## config.mk

```make
export PLATFORM = sky130hd
export DESIGN_NAME = world_clock_ctrl
export DESIGN_NICKNAME = d
export VERILOG_FILES = /design/src/rtl/world_clock_pkg.sv /design/src/rtl/world_clock_ctrl_tick_divider.sv /design/src/rtl/world_clock_ctrl.sv
export SDC_FILE = /design/constraint.sdc
export NUM_CORES = 1
export LEC_CHECK = 0
export ABC_AREA = 1
export CAP_MARGIN = 20
export CORE_ASPECT_RATIO = 1.2
export CORE_MARGIN = 2
export CORE_UTILIZATION = 40
export DETAILED_ROUTE_END_ITERATION = 7
export DONT_BUFFER_PORTS = 1
export PLACE_DENSITY_LB_ADDON = 0.1
export SLEW_MARGIN = 40
export SYNTH_ARGS = -nofsm -noshare
export SYNTH_HDL_FRONTEND = slang
export SYNTH_SLANG_ARGS = --single-unit
export TNS_END_PERCENT = 20
```

## constraint.sdc

```tcl
create_clock -name clk -period 4.5 [get_ports clk]
set_input_delay 0 -clock clk [delete_from_list [all_inputs] [get_ports clk]]
set_output_delay 0 -clock clk [all_outputs]
set_load 0.1 [all_outputs]
```

## src/rtl/world_clock_pkg.sv

```systemverilog
// Shared encodings and wrap-around helpers for the world-clock controller.
// Optional build macro used by the top: WORLD_CLOCK_AUTO_ROTATE_EN.
package world_clock_pkg;

    typedef enum logic [1:0] {
        MODE_RUN      = 2'd0,
        MODE_SET_HOUR = 2'd1,
        MODE_SET_MIN  = 2'd2
    } mode_e;

    localparam logic [1:0] TZ_KOREA   = 2'd0;
    localparam logic [1:0] TZ_PARIS   = 2'd1;
    localparam logic [1:0] TZ_NEWYORK = 2'd2;
    localparam logic [1:0] TZ_UK      = 2'd3;

    localparam logic [4:0] HOUR_MAX   = 5'd23;
    localparam logic [5:0] MINSEC_MAX = 6'd59;

    // Terminal value is checked before incrementing, so nothing out of range is ever produced.
    function automatic logic [4:0] hour_inc(input logic [4:0] v);
        return (v == HOUR_MAX) ? 5'd0 : v + 5'd1;
    endfunction

    function automatic logic [5:0] minsec_inc(input logic [5:0] v);
        return (v == MINSEC_MAX) ? 6'd0 : v + 6'd1;
    endfunction

    function automatic logic [1:0] tz_inc(input logic [1:0] v);
        return (v == TZ_UK) ? TZ_KOREA : v + 2'd1;
    endfunction

endpackage

```

## src/rtl/world_clock_ctrl_tick_divider.sv

```systemverilog
// Free-running clk divider producing a registered one-cycle tick every TICK_DIV cycles.
// The tick is high exactly while the count sits at TICK_DIV-1; clr restarts the count at 0.
module tick_divider #(
    parameter int TICK_DIV = 100_000_000
) (
    input  logic clk,
    input  logic rst,
    input  logic clr,
    output logic tick
);

    localparam int CW = (TICK_DIV > 2) ? $clog2(TICK_DIV) : 1;
    localparam logic [CW-1:0] LAST = CW'(TICK_DIV - 1);

    logic [CW-1:0] cnt_q, cnt_d;
    logic          tick_q, tick_d;

    always_comb begin
        cnt_d = cnt_q;
        if (clr || cnt_q == LAST) begin
            cnt_d = '0;
        end else begin
            cnt_d = cnt_q + CW'(1);
        end
        // Registered decode of the next count keeps tick aligned with the count value.
        tick_d = (cnt_d == LAST);
    end

    always_ff @(posedge clk) begin
        if (rst) begin
            cnt_q  <= '0;
            tick_q <= 1'b0;
        end else begin
            cnt_q  <= cnt_d;
            tick_q <= tick_d;
        end
    end

    assign tick = tick_q;

endmodule

```

## src/rtl/world_clock_ctrl.sv

```systemverilog
// Master KST timekeeper, set-time mode FSM and displayed-timezone selector.
// Define WORLD_CLOCK_AUTO_ROTATE_EN to advance tz_sel automatically every ROTATE_SEC seconds in RUN.
module world_clock_ctrl
    import world_clock_pkg::*;
#(
    parameter int TICK_DIV   = 100_000_000,
    parameter int ROTATE_SEC = 5
) (
    input  logic       clk,
    input  logic       rst,
    input  logic       btn_mode,
    input  logic       btn_up,
    input  logic       btn_next,
    output logic [4:0] hour_kst,
    output logic [5:0] minute,
    output logic [5:0] second,
    output logic [1:0] tz_sel,
    output logic [1:0] mode,
    output logic       sec_pulse
);

    if (TICK_DIV < 2) begin : g_bad_tick_div
        $error("world_clock_ctrl: TICK_DIV must be at least 2");
    end
    if (ROTATE_SEC < 1 || ROTATE_SEC > 63) begin : g_bad_rotate_sec
        $error("world_clock_ctrl: ROTATE_SEC must be in 1..63");
    end

    mode_e      state_q, state_d;
    logic [4:0] hour_q, hour_d;
    logic [5:0] min_q, min_d;
    logic [5:0] sec_q, sec_d;
    logic [1:0] tz_q, tz_d;
    logic       tick;
    logic       in_run;
    logic       edit_exit;

    assign in_run    = (state_q == MODE_RUN);
    assign edit_exit = (state_q == MODE_SET_MIN) && btn_mode;

    // Leaving SET_MIN restarts the second so the edited minute begins on a full second.
    tick_divider #(
        .TICK_DIV(TICK_DIV)
    ) u_tick_divider (
        .clk (clk),
        .rst (rst),
        .clr (edit_exit),
        .tick(tick)
    );

    always_ff @(posedge clk) begin
        if (rst) begin
            state_q <= MODE_RUN;
        end else begin
            state_q <= state_d;
        end
    end

    always_comb begin
        state_d = state_q;
        if (btn_mode) begin
            case (state_q)
                MODE_RUN:      state_d = MODE_SET_HOUR;
                MODE_SET_HOUR: state_d = MODE_SET_MIN;
                MODE_SET_MIN:  state_d = MODE_RUN;
                default:       state_d = MODE_RUN;
            endcase
        end
    end

    always_comb begin
        mode = state_q;
    end

    always_comb begin
        hour_d = hour_q;
        min_d  = min_q;
        sec_d  = sec_q;
        case (state_q)
            MODE_RUN: begin
                if (tick) begin
                    sec_d = minsec_inc(sec_q);
                    if (sec_q == MINSEC_MAX) begin
                        min_d = minsec_inc(min_q);
                        if (min_q == MINSEC_MAX) begin
                            hour_d = hour_inc(hour_q);
                        end
                    end
                end
            end
            MODE_SET_HOUR: begin
                if (btn_up && !btn_mode) begin
                    hour_d = hour_inc(hour_q);
                end
            end
            MODE_SET_MIN: begin
                if (btn_mode) begin
                    sec_d = 6'd0;
                end else if (btn_up) begin
                    min_d = minsec_inc(min_q);
                end
            end
            default: ;
        endcase
    end

`ifdef WORLD_CLOCK_AUTO_ROTATE_EN
    localparam logic [5:0] ROT_LAST = 6'(ROTATE_SEC - 1);

    logic [5:0] rot_q, rot_d;
    logic       auto_adv;

    assign auto_adv = in_run && tick && (rot_q == ROT_LAST);

    // A manual and an automatic advance in the same cycle collapse into one step.
    always_comb begin
        rot_d = rot_q;
        tz_d  = tz_q;
        if ((in_run && btn_next) || auto_adv) begin
            tz_d = tz_inc(tz_q);
        end
        if (edit_exit) begin
            rot_d = 6'd0;
        end else if (in_run) begin
            if (btn_next || auto_adv) begin
                rot_d = 6'd0;
            end else if (tick) begin
                rot_d = rot_q + 6'd1;
            end
        end
    end

    always_ff @(posedge clk) begin
        if (rst) begin
            rot_q <= 6'd0;
        end else begin
            rot_q <= rot_d;
        end
    end
`else
    always_comb begin
        tz_d = tz_q;
        if (in_run && btn_next) begin
            tz_d = tz_inc(tz_q);
        end
    end
`endif

    always_ff @(posedge clk) begin
        if (rst) begin
            hour_q <= 5'd0;
            min_q  <= 6'd0;
            sec_q  <= 6'd0;
            tz_q   <= TZ_KOREA;
        end else begin
            hour_q <= hour_d;
            min_q  <= min_d;
            sec_q  <= sec_d;
            tz_q   <= tz_d;
        end
    end

    assign hour_kst  = hour_q;
    assign minute    = min_q;
    assign second    = sec_q;
    assign tz_sel    = tz_q;
    assign sec_pulse = tick;

endmodule

```

==> flow_summary.html, run 1 <==
<table>
<tr><th>Metric</th><th>Value</th></tr>
<tr><th colspan="2">STA</th></tr>
<tr><td>Min Hold Slack</td><td>0.0537 ns</td></tr>
<tr><td>Remaining max-slew budget at the tightest pin</td><td>0.579</td></tr>
<tr><td>Number of setup violations in the final report</td><td>0</td></tr>
<tr><td>Final Slew Violations</td><td>0</td></tr>
<tr><td>Setup ws final</td><td>2.29 ns</td></tr>
<tr><td>Slew at the pin closest to its max-slew limit</td><td>0.625 ns</td></tr>
<tr><td>Minimum clock period</td><td>2.21 ns</td></tr>
<tr><td>Clock skew after layout</td><td>0.0127 ns</td></tr>
<tr><td>Setup repair after global routing missed its margin</td><td>no</td></tr>
<tr><td>FMAX</td><td>0.452 GHz</td></tr>
<tr><td>Final critical-path share of the clock period</td><td>0.492</td></tr>
<tr><td>Aggregate negative setup slack</td><td>0 ns</td></tr>
<tr><td>Hold Violations, Final</td><td>0</td></tr>
<tr><th colspan="2">Logic synthesis</th></tr>
<tr><td>Synth top area cells</td><td>dfxtp_1, nand2_1, nor2_1</td></tr>
<tr><td>Post-Syn Area</td><td>2680 um^2</td></tr>
<tr><td>Post-synthesis instance total</td><td>406</td></tr>
<tr><td>Prevailing post-synth register cell</td><td>dfxtp_1</td></tr>
<tr><td>Flip-flop and latch count after synthesis</td><td>49</td></tr>
<tr><td>Ranking of synthesized cells by instance count</td><td>nand2_1, nor2_1, dfxtp_1</td></tr>
<tr><td>Area share of the largest cell type after synthesis</td><td>0.367</td></tr>
<tr><td>Post-synthesis sequential area ratio</td><td>0.367</td></tr>
<tr><td>Post-Syn Nets</td><td>416</td></tr>
<tr><td>Fraction of registers with async set/reset</td><td>0</td></tr>
<tr><td>Average size of a mapped cell</td><td>6.59 um^2</td></tr>
<tr><td>Synth warnings</td><td>0</td></tr>
<tr><td>Cell with the most instances after synthesis</td><td>nand2_1</td></tr>
<tr><td>Count of flip-flops with a built-in enable after synthesis</td><td>0</td></tr>
<tr><td>Cell taking the most area after synthesis</td><td>dfxtp_1</td></tr>
<tr><td>Number of distinct library cells after synthesis</td><td>32</td></tr>
<tr><th colspan="2">Power and ir drop</th></tr>
<tr><td>Total power draw</td><td>784 uW</td></tr>
<tr><td>Worst voltage drop across the vdd grid</td><td>0.000133 V</td></tr>
<tr><td>LEAKAGE</td><td>1.12 nW</td></tr>
<tr><td>Power per standard cell area</td><td>267 nW/um^2</td></tr>
<tr><th colspan="2">Detailed routing</th></tr>
<tr><td>Post-detailed-routing wire length</td><td>6060 um</td></tr>
<tr><td>Detailed router's first-iteration violation count</td><td>61</td></tr>
<tr><td>Count of nets left with antenna violations after detail routing</td><td>0</td></tr>
<tr><td>Total number of vias</td><td>2439</td></tr>
<tr><td>Number of optimization iterations in the first detailed-route pass</td><td>4</td></tr>
<tr><td>Via-per-instance ratio</td><td>4.85</td></tr>
<tr><td>Per-cell routed wire length</td><td>12.0 um</td></tr>
<tr><td>Drt drc</td><td>0</td></tr>
<tr><th colspan="2">Placed design</th></tr>
<tr><td>Placement-stage worst setup slack</td><td>2.25 ns</td></tr>
<tr><td>Post-DP HPWL</td><td>4750 um</td></tr>
<tr><td>Placed instance area</td><td>2820 um^2</td></tr>
<tr><td>Number of buffers added on ports</td><td>0</td></tr>
<tr><td>GP Congestion</td><td>0.880</td></tr>
<tr><td>Placed Cells</td><td>492</td></tr>
<tr><th colspan="2">Die</th></tr>
<tr><td>Number of standard-cell rows in the floorplan</td><td>32</td></tr>
<tr><td>Starting density of the core</td><td>0.415</td></tr>
<tr><td>Die width</td><td>78.7 um</td></tr>
<tr><td>Top-level port count</td><td>27</td></tr>
<tr><td>Y dimension of the die</td><td>93.6 um</td></tr>
<tr><td>Area enclosed by the die boundary</td><td>7360 um^2</td></tr>
<tr><td>Placeable core region</td><td>6450 um^2</td></tr>
<tr><th colspan="2">Clocking</th></tr>
<tr><td>Inserted Clock Buffers</td><td>5</td></tr>
<tr><td>Clock insertion delay at the later pin of the skew report</td><td>0.31 ns</td></tr>
<tr><td>Number of hold-repair buffers added at the cts stage</td><td>3</td></tr>
<tr><td>Quantity of gates resized following cts</td><td>0</td></tr>
<tr><td>Deepest clock path buffer count</td><td>2</td></tr>
<tr><td>Clock tree root driver cell</td><td>clkbuf_8</td></tr>
<tr><td>CTS clk-pin slew, worst paths</td><td>0.09 ns</td></tr>
<tr><td>TritonCTS clock tree</td><td>built</td></tr>
<tr><td>Post-CTS setup buffer count</td><td>0</td></tr>
<tr><td>CTS HTree Levels</td><td>2</td></tr>
<tr><td>Clock Sink Count</td><td>49</td></tr>
<tr><th colspan="2">Setup path</th></tr>
<tr><td>Endpoint required time on the critical path</td><td>4.69 ns</td></tr>
<tr><td>Critical path endpoint category</td><td>register</td></tr>
<tr><td>Crit Path Category</td><td>reg -&gt; reg</td></tr>
<tr><td>Endpoint arrival time on the critical path</td><td>2.41 ns</td></tr>
<tr><td>Peak fanout along the critical path</td><td>8</td></tr>
<tr><td>Kind of start point of the critical path</td><td>register</td></tr>
<tr><th colspan="2">Outcome</th></tr>
<tr><td>Run status</td><td>completed</td></tr>
<tr><th colspan="2">Cells and area</th></tr>
<tr><td>Antenna diodes</td><td>0</td></tr>
<tr><td>Final Util</td><td>0.455</td></tr>
<tr><td>Footprint of the multi-input gates</td><td>1510 um^2</td></tr>
<tr><td>Syn-to-layout area delta</td><td>9.59%</td></tr>
<tr><td>Fill cell total of the finished layout</td><td>696</td></tr>
<tr><td>Sequential standard cell area</td><td>1000 um^2</td></tr>
<tr><td>Post-Layout Inst Area</td><td>2930 um^2</td></tr>
<tr><td>Final cell count without fillers</td><td>503</td></tr>
<tr><td>Count of nets after finishing</td><td>427</td></tr>
<tr><td>Layout cells sized above 1</td><td>0.134</td></tr>
<tr><th colspan="2">Global route</th></tr>
<tr><td>Vias in the first global route</td><td>2390</td></tr>
<tr><td>GR Util All Layers</td><td>0.185</td></tr>
<tr><td>Sum of overflow across all layers after global routing</td><td>0</td></tr>
<tr><td>Antenna violations before repair</td><td>0</td></tr>
<tr><td>Wire length of the first global-routing pass</td><td>10800 um</td></tr>
<tr><td>Maximum number of pins on one net before global-route repair</td><td>20</td></tr>
<tr><th colspan="2">Min path</th></tr>
<tr><td>Path class of the lowest-slack min-delay path</td><td>in -&gt; reg</td></tr>
<tr><th colspan="2">Flow run</th></tr>
<tr><td>Count of maximum capacitance violations</td><td>0</td></tr>
</table>
cells by family after synthesis:
logic type,after synthesis,share of synthesized area
compound gates,37,0.0837
simple gates,260,0.437
flops,49,0.367
xor+xnor,6,0.0196
buf+inv,49,0.0692
fa+ha+maj,5,0.0234
state kept, by name, indices dropped and copies added, names as in the netlist:
name and count:
hour_kst 5, second 6, u_tick_divider.cnt_q 27, minute 6, tz_sel 2, u_tick_divider.tick 1, mode 2
where the power goes:
part           total, mW  switching (mW)  leakage (nW)  internal (mW)
clock              0.256           0.148        0.0450          0.108
sequential         0.483          0.0415         0.405          0.442
combinational     0.0439          0.0303         0.672         0.0136
worst paths after layout:
kind / from / slack, ns / endpoint / cells past startpoint
min: btn_up / 0.05 / hour_kst[1]$_SDFFE_PP0P_ / 3
max reg2reg: second[1]$_SDFFE_PP0P_ / 2.29 / hour_kst[4]$_SDFFE_PP0P_ / 9
max: second[1]$_SDFFE_PP0P_ / 2.29 / hour_kst[4]$_SDFFE_PP0P_ / 9
min reg2reg: u_tick_divider.cnt_q[0]$_SDFF_PP0_ / 0.48 / u_tick_divider.cnt_q[0]$_SDFF_PP0_ / 1
critical path, stage by stage, from the launching register on:
cell and delay, ns:
dfxtp_1 0.31, buf_4 0.30, ha_1 0.26, nand3_1 0.08
nor3_1 0.25, nand3_1 0.18, o21ai_2 0.32, nand3_1 0.17
o21ai_0 0.18, a21oi_1 0.05
metal layers:
metal | vias up | share of wire | GRT usage
met3 | 7 | 0.039 | 0.0367
met4 | 0 | 0.018 | 0.0599
met5 | - | 0 | 0
met1 | 1069 | 0.44 | 0.211
li1 | 1325 | - | -
met2 | 38 | 0.51 | 0.340
cell usage in the layout, fill, tap and decap left out, drive strengths merged, types with 3 or more instances in the layout:
| cell | n |
|---|---|
| o21bai | 5 |
| xor2 | 5 |
| dfxtp | 49 |
| buf | 3 |
| dlygate4sd3 | 3 |
| a21oi | 16 |
| nand3 | 34 |
| clkbuf | 6 |
| nor3 | 12 |
| o21ai | 9 |
| a211oi | 3 |
| nand4 | 8 |
| ha | 5 |
| nand2 | 100 |
| inv | 47 |
| nor2 | 99 |
cell type report:
type / count / area share
Multi-Input combinational cell: 308 / 0.515
Sequential cell: 49 / 0.343
Inverter: 47 / 0.0602
Tap cell: 85 / 0.0363
Clock buffer: 6 / 0.0248
Timing Repair Buffer: 6 / 0.0179
Clock inverter: 2 / 0.00341
(Power assumes the default switching activity.)
==> inputs of run 2 (changes only) <==
clock period = 2.1 ns   (was 4.5 ns; I/O delays follow)
==> run 2 against run 1 <==
Against the previous run:
- critical path depth did not move
- total power rose by 130%
- hold slack got worse by 0.011 ns
- sequential share of layout area fell by 2.2 points
- die area did not move
- register-to-register slack got worse by 2.1 ns
- global-route usage rose by 1.1 points
- highest routed layer unchanged
==> flow_summary.html, run 2 (synthesis results as in run 1) <==
<table>
<tr><th>Metric</th><th>Value</th></tr>
<tr><th colspan="2">Min path</th></tr>
<tr><td>Hold Startpoint</td><td>btn_up (unchanged)</td></tr>
<tr><td>Path class of the lowest-slack min-delay path</td><td>in -&gt; reg (unchanged)</td></tr>
<tr><td>Number of stages on the worst hold path</td><td>4 (was 3)</td></tr>
<tr><td>Hold Path End</td><td>hour_kst[4]$_SDFFE_PP0P_ (was hour_kst[1]$_SDFFE_PP0P_)</td></tr>
<tr><th colspan="2">Die</th></tr>
<tr><td>Top-level port count</td><td>27 (unchanged)</td></tr>
<tr><td>Placeable core region</td><td>6450 um^2 (unchanged)</td></tr>
<tr><td>Starting density of the core</td><td>0.415 (unchanged)</td></tr>
<tr><td>Area enclosed by the die boundary</td><td>7360 um^2 (unchanged)</td></tr>
<tr><td>Y dimension of the die</td><td>93.6 um (unchanged)</td></tr>
<tr><td>Number of standard-cell rows in the floorplan</td><td>32 (unchanged)</td></tr>
<tr><td>Die width</td><td>78.7 um (unchanged)</td></tr>
<tr><th colspan="2">STA</th></tr>
<tr><td>Final Slew Violations</td><td>0 (unchanged)</td></tr>
<tr><td>Remaining max-slew budget at the tightest pin</td><td>0.568 (was 0.579)</td></tr>
<tr><td>Min Hold Slack</td><td>0.0427 ns (was 0.0537 ns)</td></tr>
<tr><td>Setup repair after global routing missed its margin</td><td>no (unchanged)</td></tr>
<tr><td>Clock skew after layout</td><td>0.00776 ns (was 0.0127 ns)</td></tr>
<tr><td>Setup ws final</td><td>0.232 ns (was 2.29 ns)</td></tr>
<tr><td>Hold Violations, Final</td><td>0 (unchanged)</td></tr>
<tr><td>Final critical-path share of the clock period</td><td>0.889 (was 0.492)</td></tr>
<tr><td>Minimum clock period</td><td>1.87 ns (was 2.21 ns)</td></tr>
<tr><td>Slew at the pin closest to its max-slew limit</td><td>0.646 ns (was 0.625 ns)</td></tr>
<tr><td>FMAX</td><td>0.535 GHz (was 0.452 GHz)</td></tr>
<tr><td>Aggregate negative setup slack</td><td>0 ns (unchanged)</td></tr>
<tr><td>Number of setup violations in the final report</td><td>0 (unchanged)</td></tr>
<tr><th colspan="2">Clocking</th></tr>
<tr><td>TritonCTS clock tree</td><td>built (unchanged)</td></tr>
<tr><td>Clock tree root driver cell</td><td>clkbuf_8 (unchanged)</td></tr>
<tr><td>CTS HTree Levels</td><td>2 (unchanged)</td></tr>
<tr><td>Post-CTS setup buffer count</td><td>0 (unchanged)</td></tr>
<tr><td>Quantity of gates resized following cts</td><td>0 (unchanged)</td></tr>
<tr><td>Inserted Clock Buffers</td><td>5 (unchanged)</td></tr>
<tr><td>CTS clk-pin slew, worst paths</td><td>0.09 ns (about the same)</td></tr>
<tr><td>Clock Sink Count</td><td>49 (unchanged)</td></tr>
<tr><td>Clock insertion delay at the later pin of the skew report</td><td>0.31 ns (about the same)</td></tr>
<tr><td>Deepest clock path buffer count</td><td>2 (unchanged)</td></tr>
<tr><td>Number of hold-repair buffers added at the cts stage</td><td>3 (unchanged)</td></tr>
<tr><th colspan="2">Detailed routing</th></tr>
<tr><td>Post-detailed-routing wire length</td><td>6560 um (was 6060 um)</td></tr>
<tr><td>Drt drc</td><td>0 (unchanged)</td></tr>
<tr><td>Count of nets left with antenna violations after detail routing</td><td>0 (unchanged)</td></tr>
<tr><td>Total number of vias</td><td>2574 (was 2439)</td></tr>
<tr><td>Number of optimization iterations in the first detailed-route pass</td><td>4 (unchanged)</td></tr>
<tr><td>Length of routed met2 wiring</td><td>3300 um (was 3070 um)</td></tr>
<tr><td>Total met3 wirelength after detailed routing</td><td>208 um (was 237 um)</td></tr>
<tr><td>Highest metal layer used by the detailed router</td><td>met4 (unchanged)</td></tr>
<tr><td>Via-per-instance ratio</td><td>4.91 (was 4.85)</td></tr>
<tr><td>Routed met1 length</td><td>2840 um (was 2650 um)</td></tr>
<tr><td>Detailed router's first-iteration violation count</td><td>104 (was 61)</td></tr>
<tr><td>Per-cell routed wire length</td><td>12.5 um (was 12.0 um)</td></tr>
<tr><th colspan="2">Global route</th></tr>
<tr><td>Maximum number of pins on one net before global-route repair</td><td>20 (unchanged)</td></tr>
<tr><td>Sum of overflow across all layers after global routing</td><td>0 (unchanged)</td></tr>
<tr><td>GR Util All Layers</td><td>0.195 (was 0.185)</td></tr>
<tr><td>Antenna violations before repair</td><td>0 (unchanged)</td></tr>
<tr><td>Vias in the first global route</td><td>2508 (was 2390)</td></tr>
<tr><td>Wire length of the first global-routing pass</td><td>11300 um (was 10800 um)</td></tr>
<tr><th colspan="2">Placed design</th></tr>
<tr><td>Number of buffers added on ports</td><td>0 (unchanged)</td></tr>
<tr><td>GP Congestion</td><td>0.825 (was 0.880)</td></tr>
<tr><td>Placed Cells</td><td>513 (was 492)</td></tr>
<tr><td>Post-DP HPWL</td><td>5040 um (was 4750 um)</td></tr>
<tr><td>Placement-stage worst setup slack</td><td>0.257 ns (was 2.25 ns)</td></tr>
<tr><td>Placed instance area</td><td>2970 um^2 (was 2820 um^2)</td></tr>
<tr><th colspan="2">Setup path</th></tr>
<tr><td>Endpoint arrival time on the critical path</td><td>2.12 ns (was 2.41 ns)</td></tr>
<tr><td>R2r setup slk</td><td>0.23 ns (was 2.29 ns)</td></tr>
<tr><td>Kind of start point of the critical path</td><td>register (unchanged)</td></tr>
<tr><td>Critical path endpoint category</td><td>register (unchanged)</td></tr>
<tr><td>Crit Path Category</td><td>reg -&gt; reg (unchanged)</td></tr>
<tr><td>Peak fanout along the critical path</td><td>7 (was 8)</td></tr>
<tr><td>Worst Reg-to-Reg Cells</td><td>9 (unchanged)</td></tr>
<tr><td>Longest individual stage delay on the worst path</td><td>0.41 ns (was 0.32 ns)</td></tr>
<tr><td>Endpoint required time on the critical path</td><td>2.35 ns (was 4.69 ns)</td></tr>
<tr><td>Cell with the largest stage delay on the worst path</td><td>dfxtp_1 (was o21ai_2)</td></tr>
<tr><td>Worst reg2reg path endpoint</td><td>u_tick_divider.tick$_SDFF_PP0_ (was hour_kst[4]$_SDFFE_PP0P_)</td></tr>
<tr><td>R2R Path Start</td><td>u_tick_divider.cnt_q[0]$_SDFF_PP0_ (was second[1]$_SDFFE_PP0P_)</td></tr>
<tr><td>Cell-by-cell listing of the critical path</td><td>ha_1 -&gt; nand3_1 -&gt; nor2_2 -&gt; nand2_2 -&gt; o21bai_2 -&gt; a21oi_1 -&gt; nor2_1 -&gt; nand3_1 -&gt; nor2_1 (was buf_4 -&gt; ha_1 -&gt; nand3_1 -&gt; nor3_1 -&gt; nand3_1 -&gt; o21ai_2 -&gt; nand3_1 -&gt; o21ai_0 -&gt; a21oi_1)</td></tr>
<tr><th colspan="2">Outcome</th></tr>
<tr><td>Run status</td><td>completed (unchanged)</td></tr>
<tr><th colspan="2">Flow run</th></tr>
<tr><td>Count of maximum capacitance violations</td><td>0 (unchanged)</td></tr>
<tr><th colspan="2">Cells and area</th></tr>
<tr><td>Top library cells by usage in the layout, fill and taps aside</td><td>nand2_1, nor2_1, inv_1 (unchanged)</td></tr>
<tr><td>Largest register by flop count</td><td>u_tick_divider.cnt_q (unchanged)</td></tr>
<tr><td>Post-Layout Inst Area</td><td>3100 um^2 (was 2930 um^2)</td></tr>
<tr><td>Final cell count without fillers</td><td>524 (was 503)</td></tr>
<tr><td>Syn-to-layout area delta</td><td>15.8% (was 9.59%)</td></tr>
<tr><td>Layout cells sized above 1</td><td>0.159 (was 0.134)</td></tr>
<tr><td>Number of flip-flops in the largest register</td><td>27 (unchanged)</td></tr>
<tr><td>Count of nets after finishing</td><td>448 (was 427)</td></tr>
<tr><td>Most common cell after layout, fill and taps aside</td><td>nand2_1 (unchanged)</td></tr>
<tr><td>Final Util</td><td>0.481 (was 0.455)</td></tr>
<tr><td>Antenna diodes</td><td>0 (unchanged)</td></tr>
<tr><th colspan="2">Power and ir drop</th></tr>
<tr><td>LEAKAGE</td><td>1.24 nW (was 1.12 nW)</td></tr>
<tr><td>Worst voltage drop across the vdd grid</td><td>0.000309 V (was 0.000133 V)</td></tr>
<tr><td>Power per standard cell area</td><td>570 nW/um^2 (was 267 nW/um^2)</td></tr>
<tr><td>Total power draw</td><td>1.77 mW (was 784 uW)</td></tr>
</table>
## run 2: routing by layer
layer | track usage | vias to the layer above
met5 | 0 | -
met4 | 0.0833 | 0
met3 | 0.0415 | 16
met2 | 0.355 | 57
met1 | 0.218 | 1139
li1 | - | 1362
## run 2: layout make-up
class | instances | area (um^2)
Clock buffer | 7 | 96.3
Clock inverter | 1 | 5.00
Fill cell | 678 | 3350
Inverter | 47 | 176
Multi-Input combinational cell | 308 | 1510
Sequential cell | 49 | 995
Tap cell | 85 | 106
Timing Repair Buffer | 27 | 210
## run 2: worst max path at each step
stage	from	endpoint	slack, ns	cells past startpoint
after floorplan	second[1]$_SDFFE_PP0P_	hour_kst[4]$_SDFFE_PP0P_	-0.02	8
after global placement	u_tick_divider.cnt_q[0]$_SDFF_PP0_	u_tick_divider.tick$_SDFF_PP0_	0.29	9
after global routing	u_tick_divider.cnt_q[0]$_SDFF_PP0_	u_tick_divider.tick$_SDFF_PP0_	0.03	11
final	u_tick_divider.cnt_q[0]$_SDFF_PP0_	u_tick_divider.tick$_SDFF_PP0_	0.23	9
after CTS	u_tick_divider.cnt_q[0]$_SDFF_PP0_	u_tick_divider.tick$_SDFF_PP0_	0.23	9
after detailed placement	u_tick_divider.cnt_q[0]$_SDFF_PP0_	u_tick_divider.tick$_SDFF_PP0_	0.26	9
## run 2: where the power goes
group,switching [mW],total (mW),internal [mW]
clock network,0.318,0.616,0.298
registers,0.0149,0.961,0.946
logic,0.144,0.188,0.0435
total,0.477,1.77,1.29
## run 2: critical path, delay by kind of cell (launching register included)
kind	cells	cell delay, ns
AO/OA/AOI/OAI	2	0.38
adder cells (fa/ha/maj)	1	0.21
flip-flops	1	0.41
AND/OR/NAND/NOR	6	0.80
